### src/rtl/spi_peripheral_if.sv
// SPI bus bundle between a host (master) and spi_peripheral (slave).
// The cipo return line exists only when READBACK_EN is defined.
interface spi_peripheral_if;
    logic sclk;
    logic copi;
    logic ncs;
`ifdef READBACK_EN
    logic cipo;

    modport master (output sclk, output copi, output ncs, input cipo);
    modport slave  (input sclk, input copi, input ncs, output cipo);
`else
    modport master (output sclk, output copi, output ncs);
    modport slave  (input sclk, input copi, input ncs);
`endif
endinterface

### src/rtl/spi_peripheral.sv
// SPI mode-0 target feeding a bank of nine 8-bit control registers.
// 16-bit frames {rw, addr[6:0], data[7:0]} are sampled through input
// synchronizers and committed atomically one clk after the synced ncs rise.
// Optional macro READBACK_EN adds register readback on cipo.
module spi_peripheral #(
    parameter int SYNC_STAGES = 2,
    parameter int MAX_ADDR    = 8
) (
    input  logic              clk,
    input  logic              rst_n,
    spi_peripheral_if.slave   spi,
    output logic [7:0]        reg_en_out,
    output logic [7:0]        reg_en_pwm_out,
    output logic [7:0]        reg_out_3_0_pwm_gen_channel,
    output logic [7:0]        reg_out_7_4_pwm_gen_channel,
    output logic [7:0]        reg_pwm_gen_0_ch_0_duty_cycle,
    output logic [7:0]        reg_pwm_gen_0_ch_1_duty_cycle,
    output logic [7:0]        reg_pwm_gen_1_ch_0_duty_cycle,
    output logic [7:0]        reg_pwm_gen_1_ch_1_duty_cycle,
    output logic [7:0]        reg_pwm_gen_1_0_frequency_divider
);
    localparam int         NUM_REGS   = 9;
    localparam logic [6:0] MAX_ADDR_L = 7'(MAX_ADDR);

    typedef enum logic [1:0] {IDLE, SHIFT, COMMIT} state_t;

    logic [SYNC_STAGES-1:0] sclk_sync_q, copi_sync_q, ncs_sync_q;
    logic [SYNC_STAGES-1:0] fill_q;       // marks stages holding real samples
    logic                   sclk_prev_q, ncs_prev_q;
    logic                   armed_q;      // ncs has been seen high since reset
    logic                   sclk_s, copi_s, ncs_s;
    logic                   sclk_rise, ncs_rise, ncs_fall;

    state_t                 state_q, state_d;
    logic [15:0]            shift_q, shift_d;
    logic [4:0]             cnt_q, cnt_d;
    logic                   ovf_q, ovf_d;
    logic [6:0]             frame_addr;
    logic                   commit_ok;
    logic [7:0]             regs_q [NUM_REGS];

    // Input synchronizers, previous-value flops for edge detection, and arming.
    always_ff @(posedge clk or negedge rst_n) begin
        if (!rst_n) begin
            sclk_sync_q <= '0;
            copi_sync_q <= '0;
            ncs_sync_q  <= '1;
            fill_q      <= '0;
            sclk_prev_q <= 1'b0;
            ncs_prev_q  <= 1'b1;
            armed_q     <= 1'b0;
        end else begin
            // NOTE: non-blocking assignments let every stage sample the old value of its neighbour, forming a real shift chain.
            sclk_sync_q <= {sclk_sync_q[SYNC_STAGES-2:0], spi.sclk};
            copi_sync_q <= {copi_sync_q[SYNC_STAGES-2:0], spi.copi};
            ncs_sync_q  <= {ncs_sync_q[SYNC_STAGES-2:0], spi.ncs};
            fill_q      <= {fill_q[SYNC_STAGES-2:0], 1'b1};
            sclk_prev_q <= sclk_s;
            ncs_prev_q  <= ncs_s;
            // The reset value of ncs must not count as "seen high".
            armed_q     <= armed_q | (fill_q[SYNC_STAGES-1] & ncs_s);
        end
    end

    assign sclk_s    = sclk_sync_q[SYNC_STAGES-1];
    assign copi_s    = copi_sync_q[SYNC_STAGES-1];
    assign ncs_s     = ncs_sync_q[SYNC_STAGES-1];
    assign sclk_rise = sclk_s & ~sclk_prev_q;
    assign ncs_rise  = ncs_s & ~ncs_prev_q;
    assign ncs_fall  = ~ncs_s & ncs_prev_q & armed_q;

    // Frame FSM state and datapath registers.
    always_ff @(posedge clk or negedge rst_n) begin
        if (!rst_n) begin
            state_q <= IDLE;
            shift_q <= '0;
            cnt_q   <= '0;
            ovf_q   <= 1'b0;
        end else begin
            state_q <= state_d;
            shift_q <= shift_d;
            cnt_q   <= cnt_d;
            ovf_q   <= ovf_d;
        end
    end

    // Next-state logic: start on ncs fall, shift on sclk rise, commit on ncs rise.
    always_comb begin
        // NOTE: defaults first so every path assigns every output and no latch is inferred.
        state_d = state_q;
        shift_d = shift_q;
        cnt_d   = cnt_q;
        ovf_d   = ovf_q;
        unique case (state_q)
            IDLE: begin
                if (ncs_fall) begin
                    state_d = SHIFT;
                    shift_d = '0;
                    cnt_d   = '0;
                    ovf_d   = 1'b0;
                end
            end
            SHIFT: begin
                // An ncs rise wins over a coincident sclk rise.
                if (ncs_rise) begin
                    state_d = COMMIT;
                end else if (sclk_rise) begin
                    shift_d = {shift_q[14:0], copi_s};
                    if (cnt_q == 5'd16) ovf_d = 1'b1;
                    else                cnt_d = cnt_q + 5'd1;
                end
            end
            COMMIT:  state_d = IDLE;
            default: state_d = IDLE;
        endcase
    end

    assign frame_addr = shift_q[14:8];
    assign commit_ok  = (state_q == COMMIT) && (cnt_q == 5'd16) && !ovf_q &&
                        shift_q[15] && (frame_addr <= MAX_ADDR_L);

    // Register bank: the addressed register takes the data byte at the end of COMMIT.
    always_ff @(posedge clk or negedge rst_n) begin
        if (!rst_n) begin
            // NOTE: this bank drives live control inputs, so each entry is a reset flop rather than RAM.
            for (int i = 0; i < NUM_REGS; i++) regs_q[i] <= '0;
        end else if (commit_ok) begin
            for (int i = 0; i < NUM_REGS; i++)
                if (frame_addr == 7'(i)) regs_q[i] <= shift_q[7:0];
        end
    end

    assign reg_en_out                        = regs_q[0];
    assign reg_en_pwm_out                    = regs_q[1];
    assign reg_out_3_0_pwm_gen_channel       = regs_q[2];
    assign reg_out_7_4_pwm_gen_channel       = regs_q[3];
    assign reg_pwm_gen_0_ch_0_duty_cycle     = regs_q[4];
    assign reg_pwm_gen_0_ch_1_duty_cycle     = regs_q[5];
    assign reg_pwm_gen_1_ch_0_duty_cycle     = regs_q[6];
    assign reg_pwm_gen_1_ch_1_duty_cycle     = regs_q[7];
    assign reg_pwm_gen_1_0_frequency_divider = regs_q[8];

`ifdef READBACK_EN
    logic       sclk_fall;
    logic [6:0] rd_addr;
    logic [7:0] rd_data;
    logic [7:0] tx_q, tx_d;

    assign sclk_fall = ~sclk_s & sclk_prev_q;
    // The header byte is complete in shift_d on the 8th sclk rise.
    assign rd_addr   = shift_d[6:0];

    // Readback mux over the register bank.
    always_comb begin
        rd_data = '0;
        for (int i = 0; i < NUM_REGS; i++)
            if (rd_addr == 7'(i)) rd_data = regs_q[i];
    end

    // Output shifter: load on the 8th rise of a valid read, advance on each sclk fall.
    always_comb begin
        tx_d = tx_q;
        if (state_q != SHIFT || ncs_rise)
            tx_d = '0;
        else if (sclk_rise && cnt_q == 5'd7)
            tx_d = (!shift_d[7] && rd_addr <= MAX_ADDR_L) ? rd_data : 8'h00;
        else if (sclk_fall)
            tx_d = {tx_q[6:0], 1'b0};
    end

    // Output shift register; cipo comes straight from a flop.
    always_ff @(posedge clk or negedge rst_n) begin
        if (!rst_n) tx_q <= '0;
        else        tx_q <= tx_d;
    end

    assign spi.cipo = tx_q[7];
`endif
endmodule

### src/flat_wrapper.sv
// flat-port wrapper written by rule: the top's interface ports become plain ports
module spi_peripheral_flat 
#(
    parameter int SYNC_STAGES = 2,
    parameter int MAX_ADDR    = 8
)
  (clk, rst_n, reg_en_out, reg_en_pwm_out, reg_out_3_0_pwm_gen_channel, reg_out_7_4_pwm_gen_channel, reg_pwm_gen_0_ch_0_duty_cycle, reg_pwm_gen_0_ch_1_duty_cycle, reg_pwm_gen_1_ch_0_duty_cycle, reg_pwm_gen_1_ch_1_duty_cycle, reg_pwm_gen_1_0_frequency_divider, spi_sclk, spi_copi, spi_ncs);
  spi_peripheral_if spi_i ();
  input  logic clk;
  input  logic rst_n;
  output logic [7:0] reg_en_out;
  output logic [7:0] reg_en_pwm_out;
  output logic [7:0] reg_out_3_0_pwm_gen_channel;
  output logic [7:0] reg_out_7_4_pwm_gen_channel;
  output logic [7:0] reg_pwm_gen_0_ch_0_duty_cycle;
  output logic [7:0] reg_pwm_gen_0_ch_1_duty_cycle;
  output logic [7:0] reg_pwm_gen_1_ch_0_duty_cycle;
  output logic [7:0] reg_pwm_gen_1_ch_1_duty_cycle;
  output logic [7:0] reg_pwm_gen_1_0_frequency_divider;
  input wire logic [$bits(spi_i.sclk)-1:0] spi_sclk;
  input wire logic [$bits(spi_i.copi)-1:0] spi_copi;
  input wire logic [$bits(spi_i.ncs)-1:0] spi_ncs;
  assign spi_i.sclk = spi_sclk;
  assign spi_i.copi = spi_copi;
  assign spi_i.ncs = spi_ncs;
  spi_peripheral #(.SYNC_STAGES(SYNC_STAGES), .MAX_ADDR(MAX_ADDR)) u_core (.clk(clk), .rst_n(rst_n), .spi(spi_i), .reg_en_out(reg_en_out), .reg_en_pwm_out(reg_en_pwm_out), .reg_out_3_0_pwm_gen_channel(reg_out_3_0_pwm_gen_channel), .reg_out_7_4_pwm_gen_channel(reg_out_7_4_pwm_gen_channel), .reg_pwm_gen_0_ch_0_duty_cycle(reg_pwm_gen_0_ch_0_duty_cycle), .reg_pwm_gen_0_ch_1_duty_cycle(reg_pwm_gen_0_ch_1_duty_cycle), .reg_pwm_gen_1_ch_0_duty_cycle(reg_pwm_gen_1_ch_0_duty_cycle), .reg_pwm_gen_1_ch_1_duty_cycle(reg_pwm_gen_1_ch_1_duty_cycle), .reg_pwm_gen_1_0_frequency_divider(reg_pwm_gen_1_0_frequency_divider));
endmodule
### config.mk
export PLATFORM = sky130hd
export DESIGN_NAME = spi_peripheral_flat
export DESIGN_NICKNAME = d
export VERILOG_FILES = /design/src/rtl/spi_peripheral_if.sv /design/src/rtl/spi_peripheral.sv /design/src/flat_wrapper.sv
export SDC_FILE = /design/constraint.sdc
export NUM_CORES = 1
export LEC_CHECK = 0
export CORE_ASPECT_RATIO = 0.5
export CORE_MARGIN = 4
export CORE_UTILIZATION = 40
export DETAILED_ROUTE_END_ITERATION = 12
export PLACE_DENSITY_LB_ADDON = 0.1
export SLEW_MARGIN = 30
export SYNTH_ARGS = -nofsm -noshare
export SYNTH_HDL_FRONTEND = slang
export SYNTH_SLANG_ARGS = --single-unit
### constraint.sdc
create_clock -name clk -period 4.64 [get_ports clk]
set_input_delay 1.16 -clock clk [delete_from_list [all_inputs] [get_ports clk]]
set_output_delay 1.16 -clock clk [all_outputs]
set_load 0.01 [all_outputs]
# After elaboration in Yosys (flattened, before gate mapping)

Cells that the tools add are included.

$add $sub $neg: 1
Eq/ne operators: 17
Bitwise logic cells: 9
$lt $le $gt $ge: 1
Muxes and demuxes: 17
Reduce and logical (&&, ||, !) cells: 21

Operators by type and width:

| cell                  | count |
|---|---|
| $mux W16              | 3 |
| $pmux W16 S2          | 1 |
| $eq A7 B3 Y1 const B  | 4 |
| $mux W5               | 4 |
| $reduce_and A2 Y1     | 10 |
| $eq A7 B2 Y1 const B  | 2 |
| $pmux W5 S2           | 1 |
| $reduce_and A5 Y1     | 2 |
| $ne A2 B1 Y1 const B  | 4 |
| $eq A7 B1 Y1 const B  | 1 |
| $eq A7 B4 Y1 const B  | 1 |
| $le A7 B4 Y1 const B  | 1 |
| $logic_not A7 Y1      | 1 |
| $add A5 B1 Y5 const B | 1 |
| $and A1 B1 Y1         | 5 |
| $eq A5 B5 Y1 const B  | 1 |
| $logic_and A1 B1 Y1   | 4 |
| $mux W1               | 4 |
| $mux W2               | 2 |
| $ne A2 B2 Y1 const B  | 2 |
| $pmux W2 S2           | 1 |
| $reduce_and A4 Y1     | 1 |
| $not A1 Y1            | 3 |
| $eq A2 B1 Y1 const B  | 1 |
| 6 further kinds       | 6 |

Register bits: 107

# Longest topological paths before layout

Gate-level depths: netlist (run 1).

Depth after elaboration: 6
Mapped depth: 7
Mapped depth without buffers: 6

# Worst setup path before layout (run 1)

No wires, ideal clock.

Path type: reg2reg
From: register u_core.cnt_q[0]
To: register u_core.regs_q, in the netlist u_core.reg_pwm_gen_0_ch_1_duty_cycle[0]
Setup slack: 2695 ps
Setup time: 125 ps
Stages on the path, launching flop included: 7
Arrival time: 1820 ps
Cell sequence: dfrtp_1 > inv_1 > ha_1 > and4bb_2 > nand4_1 > nor3_2 > mux2_2

Longest elaborated chain between the ends: 6

RTL lines:

| element                            | RTL line              | text |
|---|---|---|
| start: declaration                 | spi_peripheral.sv:36  | `logic [4:0] cnt_q, cnt_d;` |
| start signal: assignment           | spi_peripheral.sv:82  | `cnt_q <= cnt_d;` |
| $eq A5 B5 Y1                       | spi_peripheral.sv:119 | `assign commit_ok = (state_q == COMMIT) && (cnt_q == 5'd16) && !ovf_q &&` |
| $logic_and A1 B1 Y1 (3 in series)  | spi_peripheral.sv:119 |  |
| $logic_and A1 B1 Y1                | spi_peripheral.sv:120 | `shift_q[15] && (frame_addr <= MAX_ADDR_L);` |
| $reduce_and A2 Y1 (no source line) | --                    |  |
| end signal: indexed assignment     | spi_peripheral.sv:129 | `if (frame_addr == 7'(i)) regs_q[i] <= shift_q[7:0];` |
| end: declaration                   | spi_peripheral.sv:40  | `logic [7:0] regs_q [NUM_REGS];` |

Every way passes these cells.
A chain may end at the register's enable or synchronous reset.

# Worst setup path in the final report (run 1)

From: register u_core.state_q[0]
To: register u_core.shift_q[12]

Longest elaborated chain between the ends: 3
Elaborated cells between the ends (all ways): 8

RTL lines:

| element                                                     | RTL line             | text |
|---|---|---|
| start: declaration                                          | spi_peripheral.sv:34 | `state_t state_q, state_d;` |
| start signal: assignment                                    | spi_peripheral.sv:80 | `state_q <= state_d;` |
| $eq A2 B1 Y1 / $logic_not A2 Y1 (equally long branches)     | spi_peripheral.sv:94 | `unique case (state_q)` |
| $ne A2 B1 Y1 (no source line), or another cell as far along | --                   |  |
| $reduce_and A4 Y1 (no source line)                          | --                   |  |
| end signal: assignment                                      | spi_peripheral.sv:81 | `shift_q <= shift_d;` |
| end: declaration                                            | spi_peripheral.sv:35 | `logic [15:0] shift_q, shift_d;` |

Several ways; a longest one is shown, not always the timed one.

==> flow_metrics.py, run 1 <==
metrics = {
    "outcome": {
        "outcome": "finished clean",
    },
    "power": {
        "p_leak_nw": 2.45,
        "power_per_cell_area_nw_per_um2": 334,
        "p_total_mw": 1.82,
        "vdd_ir_drop_max_mv": 0.190,
    },
    "cells_and_area": {
        "ff_latch_area_um2": 2680,
        "n_antenna_cell": 0,
        "stdcell_count": 522,
        "fillers": 880,
        "drive_gt1_frac": 0.270,
        "multi_input_area_um2": 1520,
        "finalNetCount": 384,
        "area_delta_synth_final_pct": 27.2,
    },
    "synthesis": {
        "synthFlopType": "dfrtp_1",
        "synth.avg_cell_area_um2": 13.9,
        "synth_top_family_by_area": "multiplexers",
        "yosysUniqueCellTypes": 37,
        "ys_warn_count": 0,
        "async_flop_share": 1.00,
        "synth_area_um2": 4280,
        "synth_edf_count": 0,
        "synth_area_leaders": "dfrtp_1 61%, mux2_2 18%, nor4_4 2.5%, nand3_1 2.3%, o21ai_0 2.1%",
        "synth_top_cell_by_area": "dfrtp_1",
        "syn_inst": 307,
        "synth_xor_area_frac": 0,
        "yosysTopAreaCellShare": 0.609,
        "ys_ff_latch": 107,
        "synth.area.mux_share": 0.194,
        "synth-adder-area-share": 0.00585,
        "synth.most_common_cell": "dfrtp_1",
        "synth_nets": 314,
        "synth_common_cells": "104 x dfrtp_1, 69 x mux2_2, 22 x nand2_1, 20 x nand3_1, 18 x o21ai_0",
        "synth_compound_area_frac": 0.0374,
        "synth_simple_gate_area_share": 0.116,
        "synth_seq_area_share": 0.627,
    },
    "detailed_routing": {
        "dr.pass1.iters": 4,
        "wire_per_inst_um": 17.8,
        "vias_per_cell": 5.17,
        "drt_iter0_drc": 173,
        "totalWireLength_um": 9300,
        "drc": 0,
        "dr_total_vias": 2701,
        "ant_nets": 0,
    },
    "clock_tree": {
        "cts_root_buf": "clkbuf_16",
        "tritoncts": "built",
        "clockBufferDepth": 2,
        "cts_hold_buf": 0,
        "clock_latency_ps": 340,
        "clkTransAtPathRegs_ps": 70,
        "cts.sinks": 107,
        "ctsResizeCount": 0,
        "cts_setup_buffers": 0,
        "htree_levels": 3,
        "numCtsBuffers": 9,
    },
    "worst_setup_path": {
        "arrival_ps": 2870,
        "worst-setup-path-type": "register to register",
        "start_kind": "register",
        "required_ps": 4890,
        "crit_fanout": 25,
        "critPathCaptureType": "register",
    },
    "die": {
        "dieArea_um2": 12500,
        "start_util": 0.415,
        "die_y_um": 81.1,
        "die_x_um": 154,
        "rows": 26,
        "io_pins": 77,
        "coreArea_um2": 10300,
    },
    "placement": {
        "hpwlAfterDp_um": 6350,
        "dpl.cell_count": 506,
        "pre_cts_ws_ps": 2080,
        "place.gp.congestion": 0.756,
        "portBuffers": 76,
    },
    "global_routing": {
        "grt_pass1_vias": 2693,
        "antenna_found_initial": 0,
        "overflow": 0,
        "grt_pass1_wl_um": 15000,
        "grt_max_degree": 78,
        "track_usage": 0.158,
    },
    "sta": {
        "rsz0062_at_grt": "no",
        "drv_slew": 0,
        "fin_crit_sh": 0.564,
        "setup_violations": 0,
        "layout_setup_ws_ps": 2020,
        "hold-worst-slack_ps": 350,
        "worst_slew_pin_slew_ps": 933,
        "finalHoldViolCount": 0,
        "fin_skew_ps": 7.35,
        "fin_crit_ps": 2620,
        "max_freq_ghz": 0.382,
        "maxSlewHeadroom": 0.374,
        "fin_tns_setup_ps": 0,
    },
    "flow_run": {
        "cap_violations": 0,
    },
    "min_path": {
        "worstHoldPathType": "register to register",
    },
}
## routing by layer
layer,GRT usage,vias up,share of wire
met3,0.0484,11,0.067
met4,0.0449,0,0.012
li1,-,1217,-
met2,0.258,81,0.48
met5,0,-,0
met1,0.208,1392,0.44
## per-stage QoR
step                      cell area [um^2]  utilization
after global placement                5150        0.500
after CTS                             5440        0.527
final                                 5440        0.528
after global routing                  5440        0.528
after floorplan                       4280            -
after detailed placement              5160        0.500
## area by class of cell
class / count / area share
clock buffers: 11 / 0.0446
clock inverters: 5 / 0.00690
inverters: 2 / 0.00138
multi-input cells: 179 / 0.279
flip-flops and latches: 107 / 0.493
well taps: 140 / 0.0322
repair buffers: 78 / 0.143
## path summary, 6_finish.rpt
kind,endpoint,slack [ps],start,depth (start not counted)
max,u_core.shift_q[12],2020,u_core.state_q[0],5
min,u_core.sclk_sync_q[1],350,u_core.sclk_sync_q[0],0
max reg2reg,u_core.shift_q[12],2020,u_core.state_q[0],5
min reg2reg,u_core.sclk_sync_q[1],350,u_core.sclk_sync_q[0],0
max in group asynchronous,u_core.ncs_sync_q[0],2880,rst_n,2
min in group asynchronous,u_core.reg_pwm_gen_0_ch_1_duty_cycle[1],830,rst_n,1
## power breakdown
| group | internal (mW) | switching, mW |
|---|---|---|
| sequential | 0.955 | 0.0432 |
| combinational | 0.0338 | 0.0712 |
| clock | 0.381 | 0.332 |
## placed cells by master, fill, tap and decap left out, types with 3 or more instances in the layout
cell | Yosys | final
dfrtp_1 | 104 | 104
clkdlybuf4s50_1 | 0 | 75
mux2_2 | 69 | 69
nand2_1 | 22 | 22
nand3_1 | 20 | 19
o21ai_0 | 18 | 18
clkbuf_16 | 0 | 9
nand2b_1 | 7 | 7
nor4_4 | 5 | 5
a21oi_1 | 4 | 4
nor2_1 | 3 | 3
nor3_2 | 3 | 3
mux2_1 | 3 | 3
dfstp_2 | 3 | 3
## worst max-delay path, cell delays in order (launching register included)
cell,delay (ps)
dfrtp_1,380
nor2b_1,140
buf_4,230
nand4b_1,760
and2_0,700
o21ai_0,300
## registers in the layout, summed over array words and instances, names as in the netlist, 2 cells and up
signal and cells:
u_core.shift_q 16, u_core.cnt_q 5, u_core.sclk_sync_q 2, u_core.reg_en_pwm_out 8, u_core.reg_out_7_4_pwm_gen_channel 8, u_core.reg_en_out 8, u_core.reg_pwm_gen_0_ch_0_duty_cycle 8, u_core.fill_q 2
u_core.reg_pwm_gen_0_ch_1_duty_cycle 8, u_core.copi_sync_q 2, u_core.reg_pwm_gen_1_0_frequency_divider 8, u_core.reg_pwm_gen_1_ch_1_duty_cycle 8, u_core.reg_out_3_0_pwm_gen_channel 8, u_core.ncs_sync_q 2, u_core.state_q 2, u_core.reg_pwm_gen_1_ch_0_duty_cycle 8
## cells by family (layout without fill, tap and decap cells)
| family | count (synthesis) | after routing |
|---|---|---|
| DFF | 107 | 107 |
| muxes | 74 | 74 |
| and+or+nand+nor | 74 | 74 |
| AOI/OAI and AO/OA | 28 | 28 |
| buffers and inverters | 21 | 96 |
| adders and majority gates | 2 | 2 |
| other | 1 | 1 |
Note: power is estimated with default switching activity, not from simulation.
==> run 2: changes to the inputs <==
==> constraint.sdc (replaced) <==
create_clock -name clk -period 2.6 [get_ports clk]
set_input_delay 0.65 -clock clk [delete_from_list [all_inputs] [get_ports clk]]
set_output_delay 0.65 -clock clk [all_outputs]
set_load 0.01 [all_outputs]
==> flow_metrics.py, run 2 (same netlist as run 1, synthesis figures left out) <==
metrics = {
    "worst_setup_path": {
        "required_ps": 2830,
        "r2r_cells": 6,
        "r2r_setup_slack_ps": 440,
        "crit_fanout": 8,
        "path_cells": "inv_1, ha_1, and4bb_2, and4_1, nand4b_1, mux2_2",
        "r2r_start": "u_core.cnt_q[0]",
        "cpLargestDelayFamily": "simple AND/OR/NAND/NOR gates",
        "path_depth": 6,
        "regToRegEndpoint": "u_core.reg_pwm_gen_1_ch_1_duty_cycle[5]",
        "cpPeakStageDelay_ps": 430,
        "critPathCaptureType": "register",
        "start_kind": "register",
        "critical-path-slowest-cell": "dfrtp_1",
        "path_buf_inv": 1,
        "arrival_ps": 2390,
        "worst-setup-path-type": "register to register",
    },
    "global_routing": {
        "antenna_found_initial": 0,
        "grt_max_degree": 46,
        "overflow": 0,
        "grt_pass1_wl_um": 15300,
        "track_usage": 0.162,
        "grt_pass1_vias": 2722,
    },
    "die": {
        "start_util": 0.415,
        "die_y_um": 81.1,
        "rows": 26,
        "die_x_um": 154,
        "coreArea_um2": 10300,
        "io_pins": 77,
        "dieArea_um2": 12500,
    },
    "cells_and_area": {
        "fillers": 880,
        "finalNetCount": 392,
        "area_delta_synth_final_pct": 29.1,
        "ff_latch_area_um2": 2680,
        "multi_input_area_um2": 1510,
        "drive_gt1_frac": 0.283,
        "most-common-layout-cells": "104 x dfrtp_1, 75 x clkdlybuf4s50_1, 69 x mux2_2, 22 x nand2_1, 20 x nand3_1",
        "n_antenna_cell": 0,
        "stdcell_count": 529,
        "top_register": "u_core.shift_q",
        "largest_reg_flops": 16,
        "final_common_cell": "dfrtp_1",
    },
    "power": {
        "vdd_ir_drop_max_mv": 0.308,
        "swShare": 0.247,
        "p_int_mw": 2.52,
        "switchingPower_uw": 826,
        "p_leak_nw": 2.51,
        "power_frac_comb": 0.062,
        "power.sequential.fraction": 0.532,
        "clock_power_share": 0.407,
        "power_per_cell_area_nw_per_um2": 607,
    },
    "clock_tree": {
        "clockBufferDepth": 2,
        "cts_setup_buffers": 0,
        "ctsResizeCount": 0,
        "clkTransAtPathRegs_ps": 70,
        "clock_latency_ps": 350,
        "cts.sinks": 107,
        "cts_root_buf": "clkbuf_16",
        "cts_hold_buf": 0,
        "htree_levels": 3,
        "numCtsBuffers": 9,
        "tritoncts": "built",
    },
    "detailed_routing": {
        "drt_iter0_drc": 166,
        "wire_per_inst_um": 18.3,
        "dr.pass1.iters": 4,
        "ant_nets": 0,
        "dr_total_vias": 2764,
        "vias_per_cell": 5.22,
        "drc": 0,
        "totalWireLength_um": 9690,
    },
    "flow_run": {
        "cap_violations": 0,
    },
    "sta": {
        "finalHoldViolCount": 0,
        "rsz0062_at_grt": "no",
        "fin_crit_sh": 0.830,
        "fin_skew_ps": 5.10,
        "fin_crit_ps": 2160,
        "worst_slew_pin_slew_ps": 734,
        "maxSlewHeadroom": 0.510,
        "setup_violations": 0,
        "max_freq_ghz": 0.463,
        "drv_slew": 0,
        "fin_tns_setup_ps": 0,
    },
    "outcome": {
        "outcome": "finished clean",
    },
    "placement": {
        "dpl.cell_count": 514,
        "portBuffers": 76,
        "hpwlAfterDp_um": 6690,
        "place.gp.congestion": 0.813,
    },
    "min_path": {
        "worstHoldPathType": "input pin to asynchronous set/reset pin",
    },
}
run 2: worst reg2reg max path, cell delays in order, from the launching register on:
cell and delay, ps:
dfrtp_1 430, inv_1 80, ha_1 170, and4bb_2 290, and4_1 250, nand4b_1 390
mux2_2 430
run 2: final cells by class:
class / count / share of cell area
clock inverters: 6 / 0.0131
clock buffers: 9 / 0.0408
well taps: 140 / 0.0317
inverters: 2 / 0.00136
repair buffers: 86 / 0.153
multi-input cells: 179 / 0.274
flip-flops and latches: 107 / 0.486
run 2: worst max-delay path by stage:
stage / startpoint / to / slack (ps)
after floorplan: u_core.cnt_q[0] / u_core.reg_pwm_gen_0_ch_1_duty_cycle[0] / 660
after global placement: u_core.state_q[0] / u_core.reg_pwm_gen_1_0_frequency_divider[0] / 540
after detailed placement: u_core.cnt_q[0] / u_core.reg_pwm_gen_1_ch_1_duty_cycle[5] / 430
after CTS: u_core.cnt_q[0] / u_core.reg_pwm_gen_1_ch_1_duty_cycle[5] / 430
after global routing: u_core.cnt_q[0] / u_core.reg_pwm_gen_1_ch_1_duty_cycle[4] / 290
final: u_core.cnt_q[0] / u_core.reg_pwm_gen_1_ch_1_duty_cycle[5] / 440
run 2: through the flow:
step                hold WS, ps   util  power [mW]  cell area [um^2]  setup WS (ps)
floorplan                   331      -        1.90              4280            655
global placement            335  0.507        2.00              5220            539
detailed placement          336  0.507        2.03              5220            434
CTS                         312  0.535        3.40              5520            426
global route                317  0.535        3.48              5520            294
finish                      280  0.535        3.35              5520            441
run 2: metal layers:
layer  routed length (um)  part of all wire  GRT usage  vias up
li1                     -                 -          -     1236
met5                    0                 0          0        -
met4                   95            0.0098     0.0441        0
met3                  601             0.062     0.0516        8
met1                 4330              0.45      0.212     1432
met2                 4660              0.48      0.264       88
run 2: power groups by stage:
| stage | logic, mW | registers [mW] | clock network, mW |
|---|---|---|---|
| floorplan | 0.137 | 1.76 | 0 |
| global placement | 0.193 | 1.81 | 0 |
| detailed placement | 0.211 | 1.82 | 0 |
| CTS | 0.212 | 1.78 | 1.40 |
| global route | 0.232 | 1.79 | 1.46 |
| finish | 0.207 | 1.78 | 1.36 |
